### config.mk
export PLATFORM = sky130hd
export DESIGN_NAME = npc_ras_unit
export DESIGN_NICKNAME = d
export VERILOG_FILES = /design/src/rtl/npc_ras_unit.sv
export SDC_FILE = /design/constraint.sdc
export NUM_CORES = 1
export LEC_CHECK = 0
export CORE_ASPECT_RATIO = 1.25
export CORE_MARGIN = 5
export CORE_UTILIZATION = 38
export CTS_CLUSTER_SIZE = 30
export DETAILED_ROUTE_END_ITERATION = 8
export GPL_TIMING_DRIVEN = 0
export PLACE_DENSITY = 0.79
export RECOVER_POWER = 100
export REMOVE_ABC_BUFFERS = 1
export SLEW_MARGIN = 20
export SYNTH_ARGS = -nofsm -noshare
export SYNTH_HDL_FRONTEND = slang
export SYNTH_SLANG_ARGS = --single-unit
export TNS_END_PERCENT = 1
### constraint.sdc
create_clock -name clk -period 2.9 [get_ports clk]
set_clock_uncertainty 0.2 [all_clocks]
set_input_delay 0.29 -clock clk [delete_from_list [all_inputs] [get_ports clk]]
set_output_delay 0.29 -clock clk [all_outputs]
set_load 0.02 [all_outputs]
### src/rtl/npc_ras_unit.sv
// ---------------------------------------------------------------------------
// npc_ras_unit
//   Fetch-stage program-counter unit for the pipelined MIPS core. It holds the
//   fetch PC and picks the next PC from these sources, highest priority first:
//   exception, eret, jr, jal, taken branch, sequential. It also tracks whether
//   the fetched instruction sits in a branch delay slot.
//
//   With NPC_RAS_EN defined, a circular return-address stack is added. It
//   records jal return addresses and scores jr $31 predictions against the
//   resolved register target. The RAS only predicts and collects statistics;
//   redirects always use the real jr operand. With NPC_RAS_EN undefined, no
//   RAS storage is built and the RAS outputs are tied to zero.
//
// Ports
//   clk        rising-edge clock
//   reset      synchronous, active-low reset
//   stall      hold F/D (ignored when req is high)
//   req        exception/interrupt request
//   eret_D     eret in D, redirect to epc
//   epc        EPC value from CP0
//   jr_D       jr in D, redirect to a1_D
//   ret_D      the jr in D reads $31 (RAS pop candidate)
//   jal_D      jal in D
//   br_taken_D resolved taken branch in D
//   imm_D      branch offset (words)
//   index_D    jal index
//   a1_D       forwarded rs value (jr target)
//   pc_F       current fetch PC (registered)
//   npc_F      next PC (combinational)
//   bd_F       fetched instruction is a delay slot (registered)
//   ras_top    RAS top entry, 0 when empty
//   ras_valid  RAS non-empty
//   ras_miss   saturating count of return mispredicts
// ---------------------------------------------------------------------------
module npc_ras_unit #(
    parameter int          ADDR_W    = 32,
    parameter logic [31:0] RESET_PC  = 32'h0000_3000,
    parameter logic [31:0] EXC_VEC   = 32'h0000_4180,
    parameter int          RAS_DEPTH = 4,
    parameter int          MISS_W    = 8
) (
    input  logic              clk,
    input  logic              reset,
    input  logic              stall,
    input  logic              req,
    input  logic              eret_D,
    input  logic [ADDR_W-1:0] epc,
    input  logic              jr_D,
    input  logic              ret_D,
    input  logic              jal_D,
    input  logic              br_taken_D,
    input  logic [15:0]       imm_D,
    input  logic [25:0]       index_D,
    input  logic [ADDR_W-1:0] a1_D,
    output logic [ADDR_W-1:0] pc_F,
    output logic [ADDR_W-1:0] npc_F,
    output logic              bd_F,
    output logic [ADDR_W-1:0] ras_top,
    output logic              ras_valid,
    output logic [MISS_W-1:0] ras_miss
);

    localparam logic [ADDR_W-1:0] RESET_PC_W = ADDR_W'(RESET_PC);
    localparam logic [ADDR_W-1:0] EXC_VEC_W  = ADDR_W'(EXC_VEC);

    logic [ADDR_W-1:0] r_pc_F;
    logic              r_bd_F;
    logic              w_adv;
    logic [ADDR_W-1:0] w_pc_plus4;
    logic [ADDR_W-1:0] w_br_off;
    logic [ADDR_W-1:0] w_npc;

    // A pending exception must be taken even while the pipeline is stalled.
    assign w_adv      = ~stall | req;
    assign w_pc_plus4 = r_pc_F + ADDR_W'(4);
    assign w_br_off   = {{(ADDR_W-18){imm_D[15]}}, imm_D, 2'b00};

    always_comb begin
        w_npc = w_pc_plus4;
        if (req)
            w_npc = EXC_VEC_W;
        else if (eret_D)
            w_npc = epc;
        else if (jr_D)
            w_npc = a1_D;
        else if (jal_D)
            w_npc = {r_pc_F[ADDR_W-1:28], index_D, 2'b00};
        else if (br_taken_D)
            w_npc = r_pc_F + w_br_off;
    end

    always_ff @(posedge clk) begin
        if (!reset) begin
            r_pc_F <= RESET_PC_W;
            r_bd_F <= 1'b0;
        end else if (w_adv) begin
            r_pc_F <= w_npc;
            // Exception and eret targets are never delay slots.
            r_bd_F <= (jr_D | jal_D | br_taken_D) & ~req & ~eret_D;
        end
    end

    assign pc_F  = r_pc_F;
    assign npc_F = w_npc;
    assign bd_F  = r_bd_F;

`ifdef NPC_RAS_EN
    localparam int             PTR_W   = $clog2(RAS_DEPTH);
    localparam logic [PTR_W:0] CNT_MAX = (PTR_W+1)'(RAS_DEPTH);

    logic [ADDR_W-1:0] r_ras [RAS_DEPTH];
    logic [PTR_W-1:0]  r_ptr;
    logic [PTR_W:0]    r_cnt;
    logic [MISS_W-1:0] r_miss;
    logic [PTR_W-1:0]  w_top_idx;
    logic [ADDR_W-1:0] w_top;
    logic              w_push;
    logic              w_pop;
    logic              w_miss;

    // jr outranks jal, so a cycle can never both push and pop.
    assign w_push    = w_adv & jal_D & ~jr_D & ~req & ~eret_D;
    assign w_pop     = w_adv & jr_D & ret_D & ~req & ~eret_D;
    assign w_top_idx = r_ptr - PTR_W'(1);
    assign w_top     = (r_cnt != '0) ? r_ras[w_top_idx] : '0;
    // Popping an empty stack counts as a mispredict.
    assign w_miss    = w_pop & ((r_cnt == '0) | (w_top != a1_D));

    always_ff @(posedge clk) begin
        if (!reset) begin
            for (int i = 0; i < RAS_DEPTH; i++)
                r_ras[i] <= '0;
            r_ptr  <= '0;
            r_cnt  <= '0;
            r_miss <= '0;
        end else begin
            if (w_push) begin
                // When full, this overwrites the oldest entry.
                r_ras[r_ptr] <= w_pc_plus4;
                r_ptr        <= r_ptr + PTR_W'(1);
                if (r_cnt != CNT_MAX)
                    r_cnt <= r_cnt + (PTR_W+1)'(1);
            end else if (w_pop && r_cnt != '0) begin
                r_ptr <= w_top_idx;
                r_cnt <= r_cnt - (PTR_W+1)'(1);
            end
            if (w_miss && r_miss != '1)
                r_miss <= r_miss + MISS_W'(1);
        end
    end

    assign ras_top   = w_top;
    assign ras_valid = (r_cnt != '0);
    assign ras_miss  = r_miss;
`else
    logic w_unused_ret;
    assign w_unused_ret = ret_D;

    assign ras_top   = '0;
    assign ras_valid = 1'b0;
    assign ras_miss  = '0;
`endif

endmodule
==> impl_results.html, run 1 <==
<table>
<tr><th>Metric</th><th>Value</th></tr>
<tr><th colspan="2">Logic synthesis</th></tr>
<tr><td>Largest area contributor in the netlist</td><td>sky130_fd_sc_hd__dfxtp_1</td></tr>
<tr><td>Post-synthesis area per instance</td><td>6.92 sq um</td></tr>
<tr><td>Post-synthesis async set-or-reset flop share</td><td>0</td></tr>
<tr><td>EDFF count, synth</td><td>0</td></tr>
<tr><td>Area share of the leading cell type in the synthesized netlist</td><td>0.148</td></tr>
<tr><td>Total number of yosys warnings</td><td>0</td></tr>
<tr><td>Post-synth design cell area</td><td>0.00446 sq mm</td></tr>
<tr><td>Synthesized netlist cell count</td><td>~650</td></tr>
<tr><td>FF+latch count, synth</td><td>33</td></tr>
<tr><td>Number of library cell types mapped by synthesis</td><td>80</td></tr>
<tr><td>Post-synthesis sequential area ratio</td><td>0.148</td></tr>
<tr><td>Biggest area contributors in the synthesized netlist</td><td>sky130_fd_sc_hd__dfxtp_1, sky130_fd_sc_hd__buf_4, sky130_fd_sc_hd__a21oi_1</td></tr>
<tr><td>Ys flop type</td><td>sky130_fd_sc_hd__dfxtp_1</td></tr>
<tr><th colspan="2">CTS</th></tr>
<tr><td>H-tree Lvls</td><td>2</td></tr>
<tr><td>Buffer cell driving the clock tree root</td><td>sky130_fd_sc_hd__clkbuf_16</td></tr>
<tr><td>Sinks on Clock Net</td><td>33</td></tr>
<tr><td>Number of buffers added to fix hold violations after cts</td><td>0</td></tr>
<tr><td>Clock latency at the later pin of the worst-skew pair</td><td>roughly 300 ps</td></tr>
<tr><td>Clock tree from TritonCTS</td><td>yes</td></tr>
<tr><td>Number of buffers added by the clock tree synthesis step</td><td>5</td></tr>
<tr><td>Clock-pin slew on the worst setup and hold paths</td><td>60 ps</td></tr>
<tr><td>Clock Path Buffers</td><td>2</td></tr>
<tr><th colspan="2">Setup path</th></tr>
<tr><td>Maximum fanout count along the critical path</td><td>3</td></tr>
<tr><td>WP buf/inv</td><td>4</td></tr>
<tr><td>Worst Path Class, Setup</td><td>reg -&gt; out</td></tr>
<tr><td>Crit path max-delay cell type</td><td>sky130_fd_sc_hd__dfxtp_2</td></tr>
<tr><td>Maximum cell stage delay along the critical path</td><td>between 300 and 400 ps</td></tr>
<tr><td>Startpoint of the most critical register-to-register path</td><td>pc_F[3]$_SDFFE_PN0P_</td></tr>
<tr><td>Cells on worst reg2reg path</td><td>11</td></tr>
<tr><td>CP Launch Type</td><td>flop</td></tr>
<tr><td>Ordered list of cells on the worst path</td><td>ha_4, inv_2, fa_2, nor2b_4, o31a_1, buf_4, o21ai_2, o211ai_2, buf_4, a2111oi_4, a31oi_2, xor2_1, a211oi_2, buf_4</td></tr>
<tr><td>Stages on worst setup path</td><td>14</td></tr>
<tr><td>First element of the critical path</td><td>pc_F[2]$_SDFFE_PN0P_</td></tr>
<tr><td>Crit path top cell by count</td><td>sky130_fd_sc_hd__buf_4</td></tr>
<tr><td>Critical path's top delay family</td><td>compound AO/OA/AOI/OAI gates</td></tr>
<tr><td>Endpoint kind of the worst setup timing path</td><td>output pin</td></tr>
<tr><td>Required arrival time at the worst endpoint</td><td>2410 ps</td></tr>
<tr><td>Critical path data arrival time</td><td>3030 ps</td></tr>
<tr><th colspan="2">Global routing</th></tr>
<tr><td>Global-route wire length before repair</td><td>27.3 mm</td></tr>
<tr><td>Largest net degree at the start of global routing</td><td>37</td></tr>
<tr><td>Initial antenna violation count</td><td>0</td></tr>
<tr><td>GR Util All Layers</td><td>0.241</td></tr>
<tr><td>Number of global-route vias before repair</td><td>roughly 5,200</td></tr>
<tr><td>Aggregate global routing overflow</td><td>0</td></tr>
<tr><th colspan="2">Detailed routing</th></tr>
<tr><td>Metal-1 WL</td><td>a little under 7 mm</td></tr>
<tr><td>Number of DRC markers after the initial detailed-route iteration</td><td>297</td></tr>
<tr><td>Top sig layer</td><td>met4</td></tr>
<tr><td>Met2 routed wirelength</td><td>9.02 mm</td></tr>
<tr><td>DRC violations left</td><td>0</td></tr>
<tr><td>Detailed-router iteration count before antenna repair</td><td>7</td></tr>
<tr><td>Detailed-route vias per instance</td><td>5.76</td></tr>
<tr><td>WL per Instance</td><td>19.3 um</td></tr>
<tr><td>Wire length on met3</td><td>1.88 mm</td></tr>
<tr><td>Sum of routed wire length over all layers</td><td>roughly 18 mm</td></tr>
<tr><td>DRT antenna net count</td><td>0</td></tr>
<tr><td>Number of vias after detailed routing</td><td>5,460</td></tr>
<tr><th colspan="2">Cells and area</th></tr>
<tr><td>Area used by sequential logic in the layout</td><td>668 sq um</td></tr>
<tr><td>Footprint of the multi-input gates</td><td>0.00387 sq mm</td></tr>
<tr><td>Net count, final</td><td>940</td></tr>
<tr><td>Count of antenna diodes in the layout</td><td>0</td></tr>
<tr><td>Layout cells sized above 1</td><td>0.210</td></tr>
<tr><td>Commonest cells after routing, fill and taps aside</td><td>sky130_fd_sc_hd__clkdlybuf4s50_1, sky130_fd_sc_hd__nor2_1, sky130_fd_sc_hd__a21oi_1</td></tr>
<tr><td>Number of filler instances in the final layout</td><td>1,088</td></tr>
<tr><td>Signed area change from the synthesized netlist to the final layout</td><td>53.8%</td></tr>
<tr><td>Commonest non-fill, non-tap cell in the layout</td><td>sky130_fd_sc_hd__clkdlybuf4s50_1</td></tr>
<tr><th colspan="2">Floorplan</th></tr>
<tr><td>Number of top-level pins</td><td>221</td></tr>
<tr><td>Placeable core region</td><td>0.0116 sq mm</td></tr>
<tr><td>Total number of placement rows</td><td>between 40 and 50</td></tr>
<tr><td>X dimension of the die</td><td>around 110 um</td></tr>
<tr><td>Die span in y</td><td>131 um</td></tr>
<tr><td>Die area</td><td>0.0140 sq mm</td></tr>
<tr><td>Effective utilization at floorplan</td><td>0.386</td></tr>
<tr><th colspan="2">Timing</th></tr>
<tr><td>Shortest clock period the worst path allows after layout</td><td>3520 ps</td></tr>
<tr><td>Crit share post-route</td><td>1.22</td></tr>
<tr><td>Total negative slack for setup checks</td><td>-10,040 ps</td></tr>
<tr><td>Setup slack of the critical path after layout</td><td>-624 ps</td></tr>
<tr><td>Worst Max-Slew Pin Slew</td><td>1060 ps</td></tr>
<tr><td>Unrepaired setup endpoints after global routing</td><td>true</td></tr>
<tr><td>Final Hold Fails</td><td>0</td></tr>
<tr><td>Pins over their slew limit</td><td>0</td></tr>
<tr><td>Number of endpoints failing setup at the final stage</td><td>28</td></tr>
<tr><td>Fmax</td><td>284 MHz</td></tr>
<tr><td>Relative slew slack</td><td>0.287</td></tr>
<tr><th colspan="2">Power</th></tr>
<tr><td>Static leakage</td><td>0.00267 uW</td></tr>
<tr><td>Worst-case vdd ir drop</td><td>0.213 mV</td></tr>
<tr><td>PwrDens</td><td>301 mW/mm^2</td></tr>
<tr><th colspan="2">Placed design</th></tr>
<tr><td>Count of buffers from port buffering</td><td>178</td></tr>
<tr><td>Global placement routability congestion</td><td>0.917</td></tr>
<tr><td>HPWL after detailed placement</td><td>12.4 mm</td></tr>
<tr><td>Setup slack after placement</td><td>-2040 ps</td></tr>
<tr><th colspan="2">Outcome</th></tr>
<tr><td>Violations in the final reports</td><td>negative setup slack</td></tr>
<tr><td>Result of the run</td><td>finished, violations left</td></tr>
<tr><th colspan="2">Run</th></tr>
<tr><td>Max_cap viols</td><td>0</td></tr>
<tr><th colspan="2">Min path</th></tr>
<tr><td>Cells on Worst Hold Path</td><td>2</td></tr>
<tr><td>Startpoint of the most critical hold path</td><td>bd_F$_SDFFE_PN0P_</td></tr>
<tr><td>Min-delay worst type</td><td>reg -&gt; reg</td></tr>
</table>
[worst register-to-register path: cells and delay by family (launching register included)]
kind                     cells  cell delay [ps]
AO/OA/AOI/OAI                8             1920
flip-flops                   1              380
adder cells (fa/ha/maj)      1              230
buffers and inverters        2              260
[final timing paths]
path | endpoint | slack (ps)
min | bd_F$_SDFFE_PN0P_ | 280
min reg2reg | bd_F$_SDFFE_PN0P_ | 280
max reg2reg | pc_F[31]$_SDFFE_PN0P_ | -120
max | npc_F[28] | -620
[kinds of logic after synthesis]
logic type,Yosys count,synth area share
simple gates,231,0.251
compound gates,218,0.343
buf+inv,108,0.131
flops,33,0.148
xor+xnor,29,0.0586
fa+ha+maj,17,0.0488
mux,8,0.0191
other cells,1,0.000840
[Yosys cell counts (3+ instances only)]
cell                       number
sky130_fd_sc_hd__a31oi_1       12
sky130_fd_sc_hd__o211ai_1       8
sky130_fd_sc_hd__nor3_1        15
sky130_fd_sc_hd__mux2i_1        6
sky130_fd_sc_hd__nand2b_1       8
sky130_fd_sc_hd__nor2b_1        6
sky130_fd_sc_hd__and3_1         7
sky130_fd_sc_hd__and2_1        22
sky130_fd_sc_hd__o221a_1        3
sky130_fd_sc_hd__a211oi_1      12
sky130_fd_sc_hd__buf_2          7
sky130_fd_sc_hd__nor2_1        75
sky130_fd_sc_hd__clkbuf_1      36
sky130_fd_sc_hd__a221oi_1       7
sky130_fd_sc_hd__a31o_2         3
sky130_fd_sc_hd__xnor2_1       19
sky130_fd_sc_hd__nand3_1       19
sky130_fd_sc_hd__o311ai_0       3
sky130_fd_sc_hd__o31ai_1        4
sky130_fd_sc_hd__o21a_1         6
sky130_fd_sc_hd__buf_4         43
sky130_fd_sc_hd__a21boi_0       3
sky130_fd_sc_hd__buf_1          5
sky130_fd_sc_hd__xor2_1         9
sky130_fd_sc_hd__ha_1          15
sky130_fd_sc_hd__a22oi_1        4
sky130_fd_sc_hd__nand2_1       54
sky130_fd_sc_hd__nand4_1        6
sky130_fd_sc_hd__or3_1          4
sky130_fd_sc_hd__a21oi_2        3
sky130_fd_sc_hd__inv_1         16
sky130_fd_sc_hd__o21ai_1        4
sky130_fd_sc_hd__a21oi_1       58
sky130_fd_sc_hd__o22ai_1       10
sky130_fd_sc_hd__o21ai_0       36
sky130_fd_sc_hd__dfxtp_1       33
sky130_fd_sc_hd__a21o_1         6
sky130_fd_sc_hd__a311oi_1       5
[power breakdown]
| part | internal, uW | switching, uW | leakage, uW |
|---|---|---|---|
| Combinational | 462 | 537 | 0.00233 |
| Sequential | 476 | 43.3 | 0.000273 |
| Clock | 316 | 230 | 0.0000706 |
| Total | 1250 | 810 | 0.00267 |
[state kept, by name, summed over array words and instances, names as in the netlist]
name,flops
pc_F,32
bd_F,1
[cell type report]
class | count | area share
Multi-Input combinational cell | 544 | 0.563
Timing Repair Buffer | 208 | 0.284
Sequential cell | 33 | 0.0973
Timing Repair inverter | 1 | 0.00109
Clock inverter | 2 | 0.00146
Inverter | 16 | 0.00929
Clock buffer | 6 | 0.0188
Tap cell | 138 | 0.0251
[metal layers]
metal / GRT usage / vias up
li1: - / 2598
met2: 0.431 / 296
met1: 0.282 / 2528
met4: 0.0725 / 0
met3: 0.0559 / 38
met5: 0 / -
[per-stage QoR]
| stage | cells | utilization | cell area, sq um | hold WS (ps) | total power (uW) |
|---|---|---|---|---|---|
| 3_5_place_dp | 911 | 0.526 | 6080 | 288 | 1410 |
| 4_1_cts | 935 | 0.566 | 6540 | 298 | 2010 |
| 2_1_floorplan | 593 | - | 4090 | 161 | 996 |
| 6_report | 948 | 0.594 | 6870 | 284 | 2070 |
| 5_1_grt | 948 | 0.594 | 6870 | 334 | 2160 |
| 3_3_place_gp | 909 | 0.523 | 6050 | 267 | 1400 |
[timing repair]
action | CTS | global route
endpoints found under the setup margin | 61 | 46
buffers inserted | 15 | 13
cloned | 1 | 0
pin swaps | 28 | 38
endpoints found under the hold margin | 0 | 0
gates resized for setup | 168 | 70
Note: power is estimated with default switching activity, not from simulation.
==> run 2: changes to the inputs <==
==> constraint.sdc (replaced) <==
create_clock -name clk -period 2.9 [get_ports clk]
set_clock_uncertainty 0.2 [all_clocks]
set_input_delay 0.29 -clock clk [delete_from_list [all_inputs] [get_ports clk]]
set_output_delay 0.29 -clock clk [all_outputs]
set_load 0.005 [all_outputs]
==> run 2 against run 1 <==
Compared with the run above: the run still ends with negative setup slack left; die area is the same; sequential share of layout area shrank 0.15 points; via count shrank 0.38%; worst setup slack gained 72 ps; combinational power shrank 8%; worst hold slack gained 1.6 ps; final area grew 1.4%; total power shrank 3.9%; critical path depth shrank 3; critical endpoint is now npc_F[18]; largest cell class unchanged; highest routed layer unchanged.
==> impl_results.html, run 2 (synthesis results as in run 1) <==
<table>
<tr><th>Metric</th><th>Value</th></tr>
<tr><th colspan="2">Outcome</th></tr>
<tr><td>Result of the run</td><td>finished, violations left</td></tr>
<tr><td>Violations in the final reports</td><td>negative setup slack</td></tr>
<tr><th colspan="2">Power</th></tr>
<tr><td>Worst-case vdd ir drop</td><td>0.209 mV</td></tr>
<tr><td>PwrDens</td><td>285 mW/mm^2</td></tr>
<tr><td>Static leakage</td><td>0.00267 uW</td></tr>
<tr><th colspan="2">Cells and area</th></tr>
<tr><td>Area used by sequential logic in the layout</td><td>667 sq um</td></tr>
<tr><td>Flip-flop count of the largest register after layout</td><td>32</td></tr>
<tr><td>Number of filler instances in the final layout</td><td>1,077</td></tr>
<tr><td>Commonest cells after routing, fill and taps aside</td><td>sky130_fd_sc_hd__clkdlybuf4s50_1, sky130_fd_sc_hd__nor2_1, sky130_fd_sc_hd__nand2_1</td></tr>
<tr><td>Signed area change from the synthesized netlist to the final layout</td><td>56.0%</td></tr>
<tr><td>Count of antenna diodes in the layout</td><td>0</td></tr>
<tr><td>Footprint of the multi-input gates</td><td>0.00392 sq mm</td></tr>
<tr><td>Net count, final</td><td>940</td></tr>
<tr><td>Layout cells sized above 1</td><td>0.206</td></tr>
<tr><td>Final non-filler cell total</td><td>between 900 and 1,000</td></tr>
<tr><td>Commonest non-fill, non-tap cell in the layout</td><td>sky130_fd_sc_hd__clkdlybuf4s50_1</td></tr>
<tr><th colspan="2">Floorplan</th></tr>
<tr><td>Placeable core region</td><td>0.0116 sq mm</td></tr>
<tr><td>Die area</td><td>0.0140 sq mm</td></tr>
<tr><td>Effective utilization at floorplan</td><td>0.386</td></tr>
<tr><td>X dimension of the die</td><td>107 um</td></tr>
<tr><td>Total number of placement rows</td><td>44</td></tr>
<tr><td>Die span in y</td><td>~130 um</td></tr>
<tr><td>Number of top-level pins</td><td>221</td></tr>
<tr><th colspan="2">Placed design</th></tr>
<tr><td>Setup slack after placement</td><td>-1930 ps</td></tr>
<tr><td>HPWL after detailed placement</td><td>12.4 mm</td></tr>
<tr><td>Placed cell count</td><td>911</td></tr>
<tr><td>Global placement routability congestion</td><td>0.917</td></tr>
<tr><td>Count of buffers from port buffering</td><td>178</td></tr>
<tr><th colspan="2">Global routing</th></tr>
<tr><td>Aggregate global routing overflow</td><td>0</td></tr>
<tr><td>Global-route wire length before repair</td><td>27.4 mm</td></tr>
<tr><td>Number of global-route vias before repair</td><td>5,175</td></tr>
<tr><td>GR Util All Layers</td><td>0.241</td></tr>
<tr><td>Initial antenna violation count</td><td>0</td></tr>
<tr><td>Largest net degree at the start of global routing</td><td>37</td></tr>
<tr><th colspan="2">CTS</th></tr>
<tr><td>H-tree Lvls</td><td>2</td></tr>
<tr><td>Sinks on Clock Net</td><td>33</td></tr>
<tr><td>Clock Path Buffers</td><td>2</td></tr>
<tr><td>Number of buffers added to fix hold violations after cts</td><td>0</td></tr>
<tr><td>Number of buffers added by the clock tree synthesis step</td><td>5</td></tr>
<tr><td>Buffer cell driving the clock tree root</td><td>sky130_fd_sc_hd__clkbuf_16</td></tr>
<tr><td>Clock tree from TritonCTS</td><td>yes</td></tr>
<tr><td>Clock latency at the later pin of the worst-skew pair</td><td>about 290 ps</td></tr>
<tr><td>Clock-pin slew on the worst setup and hold paths</td><td>~60 ps</td></tr>
<tr><th colspan="2">Detailed routing</th></tr>
<tr><td>Detailed-router iteration count before antenna repair</td><td>5</td></tr>
<tr><td>WL per Instance</td><td>19.4 um</td></tr>
<tr><td>DRC violations left</td><td>0</td></tr>
<tr><td>Number of vias after detailed routing</td><td>5,439</td></tr>
<tr><td>Number of DRC markers after the initial detailed-route iteration</td><td>340</td></tr>
<tr><td>Detailed-route vias per instance</td><td>5.74</td></tr>
<tr><td>DRT antenna net count</td><td>0</td></tr>
<tr><td>Sum of routed wire length over all layers</td><td>roughly 18 mm</td></tr>
<tr><th colspan="2">Setup path</th></tr>
<tr><td>WP buf/inv</td><td>2</td></tr>
<tr><td>End of the worst register-to-register path</td><td>pc_F[30]$_SDFFE_PN0P_</td></tr>
<tr><td>CP Launch Type</td><td>primary input</td></tr>
<tr><td>Ordered list of cells on the worst path</td><td>clkdlybuf4s50_1, and2_1, ha_4, a21oi_4, o21ai_1, nor3b_1, a211o_4, xnor2_1, a221oi_2, nor2_1, clkdlybuf4s50_1</td></tr>
<tr><td>Critical path data arrival time</td><td>2960 ps</td></tr>
<tr><td>Critical path's top delay family</td><td>compound AO/OA/AOI/OAI gates</td></tr>
<tr><td>Startpoint of the most critical register-to-register path</td><td>pc_F[2]$_SDFFE_PN0P_</td></tr>
<tr><td>Crit path max-delay cell type</td><td>sky130_fd_sc_hd__clkdlybuf4s50_1</td></tr>
<tr><td>Crit path top cell by count</td><td>sky130_fd_sc_hd__clkdlybuf4s50_1</td></tr>
<tr><td>Endpoint kind of the worst setup timing path</td><td>output pin</td></tr>
<tr><td>Stages on worst setup path</td><td>11</td></tr>
<tr><td>Worst setup endpoint</td><td>npc_F[18]</td></tr>
<tr><td>First element of the critical path</td><td>imm_D[9]</td></tr>
<tr><td>Setup slack of the worst register-to-register path</td><td>-130 ps</td></tr>
<tr><td>Required arrival time at the worst endpoint</td><td>2410 ps</td></tr>
<tr><td>Maximum cell stage delay along the critical path</td><td>460 ps</td></tr>
<tr><td>Cells on worst reg2reg path</td><td>12</td></tr>
<tr><td>Maximum fanout count along the critical path</td><td>10</td></tr>
<tr><td>Worst Path Class, Setup</td><td>in -&gt; out</td></tr>
<tr><th colspan="2">Timing</th></tr>
<tr><td>Worst hold slack across all endpoints</td><td>286 ps</td></tr>
<tr><td>Unrepaired setup endpoints after global routing</td><td>true</td></tr>
<tr><td>Final Hold Fails</td><td>0</td></tr>
<tr><td>Crit share post-route</td><td>1.19</td></tr>
<tr><td>Fmax</td><td>just under 300 MHz</td></tr>
<tr><td>Setup slack of the critical path after layout</td><td>-552 ps</td></tr>
<tr><td>Shortest clock period the worst path allows after layout</td><td>3450 ps</td></tr>
<tr><td>Worst Max-Slew Pin Slew</td><td>~1100 ps</td></tr>
<tr><td>Number of endpoints failing setup at the final stage</td><td>31</td></tr>
<tr><td>Total negative slack for setup checks</td><td>-9990 ps</td></tr>
<tr><td>Pins over their slew limit</td><td>0</td></tr>
<tr><td>Relative slew slack</td><td>0.265</td></tr>
<tr><th colspan="2">Run</th></tr>
<tr><td>Max_cap viols</td><td>0</td></tr>
<tr><th colspan="2">Min path</th></tr>
<tr><td>Min-delay worst type</td><td>reg -&gt; reg</td></tr>
</table>
## run 2: cell types whose count changed in the layout (fill, tap and decap cells not counted), sizes merged
cell,before,now
dlymetal6s2s,3,6
clkdlybuf4s15,5,9
clkdlybuf4s50,117,138
dlygate4sd3,21,3
buf,52,44
clkbuf,11,9
## run 2: layer usage
| layer | vias up | track usage | routed length (um) |
|---|---|---|---|
| li1 | 2608 | - | - |
| met1 | 2525 | 0.283 | 7120 |
| met2 | 273 | 0.433 | 9170 |
| met3 | 33 | 0.0515 | 1620 |
| met4 | 0 | 0.0760 | 487 |
| met5 | - | 0 | 0 |
## run 2: worst min path at each step
stage | from | slack (ps) | end | depth (start not counted)
5_1_grt | bd_F$_SDFFE_PN0P_ | 330 | bd_F$_SDFFE_PN0P_ | 2
4_1_cts | bd_F$_SDFFE_PN0P_ | 300 | bd_F$_SDFFE_PN0P_ | 2
6_report | bd_F$_SDFFE_PN0P_ | 290 | bd_F$_SDFFE_PN0P_ | 2
3_3_place_gp | bd_F$_SDFFE_PN0P_ | 270 | bd_F$_SDFFE_PN0P_ | 2
2_1_floorplan | reset | 160 | pc_F[12]$_SDFFE_PN1P_ | 1
3_5_place_dp | bd_F$_SDFFE_PN0P_ | 290 | bd_F$_SDFFE_PN0P_ | 2
## run 2: timing repair
action | 4_1_cts | 5_1_grt
gates resized for setup | 146 | 62
setup buffers | 19 | 9
gates cloned | 1 | 0
endpoints found under the setup margin | 61 | 42
pin swaps | 44 | 39
## run 2: report_power, final
group	internal [uW]	switching, uW	total, uW
sequential	476	44.0	520
clock	316	226	542
combinational	473	449	922
## run 2: area by class of cell
cell class | count | area share
Timing Repair Buffer | 208 | 0.287
Clock inverter | 2 | 0.00144
Tap cell | 138 | 0.0248
Sequential cell | 33 | 0.0958
Timing Repair inverter | 1 | 0.00108
Clock buffer | 6 | 0.0185
Multi-Input combinational cell | 544 | 0.562
Inverter | 16 | 0.00916
## run 2: through the flow
step | utilization | instance area [sq um] | power (uW)
floorplan | - | 4090 | 899
global placement | 0.523 | 6050 | 1300
detailed placement | 0.526 | 6080 | 1310
CTS | 0.576 | 6650 | 1930
global route | 0.602 | 6960 | 2080
finish | 0.602 | 6960 | 1980
## run 2: worst min-delay path, delay by kind of cell (launching register included)
family           cells  cell delay (ps)
AO/OA/AOI/OAI        1               60
flip-flops           1              320
AND/OR/NAND/NOR      1               70
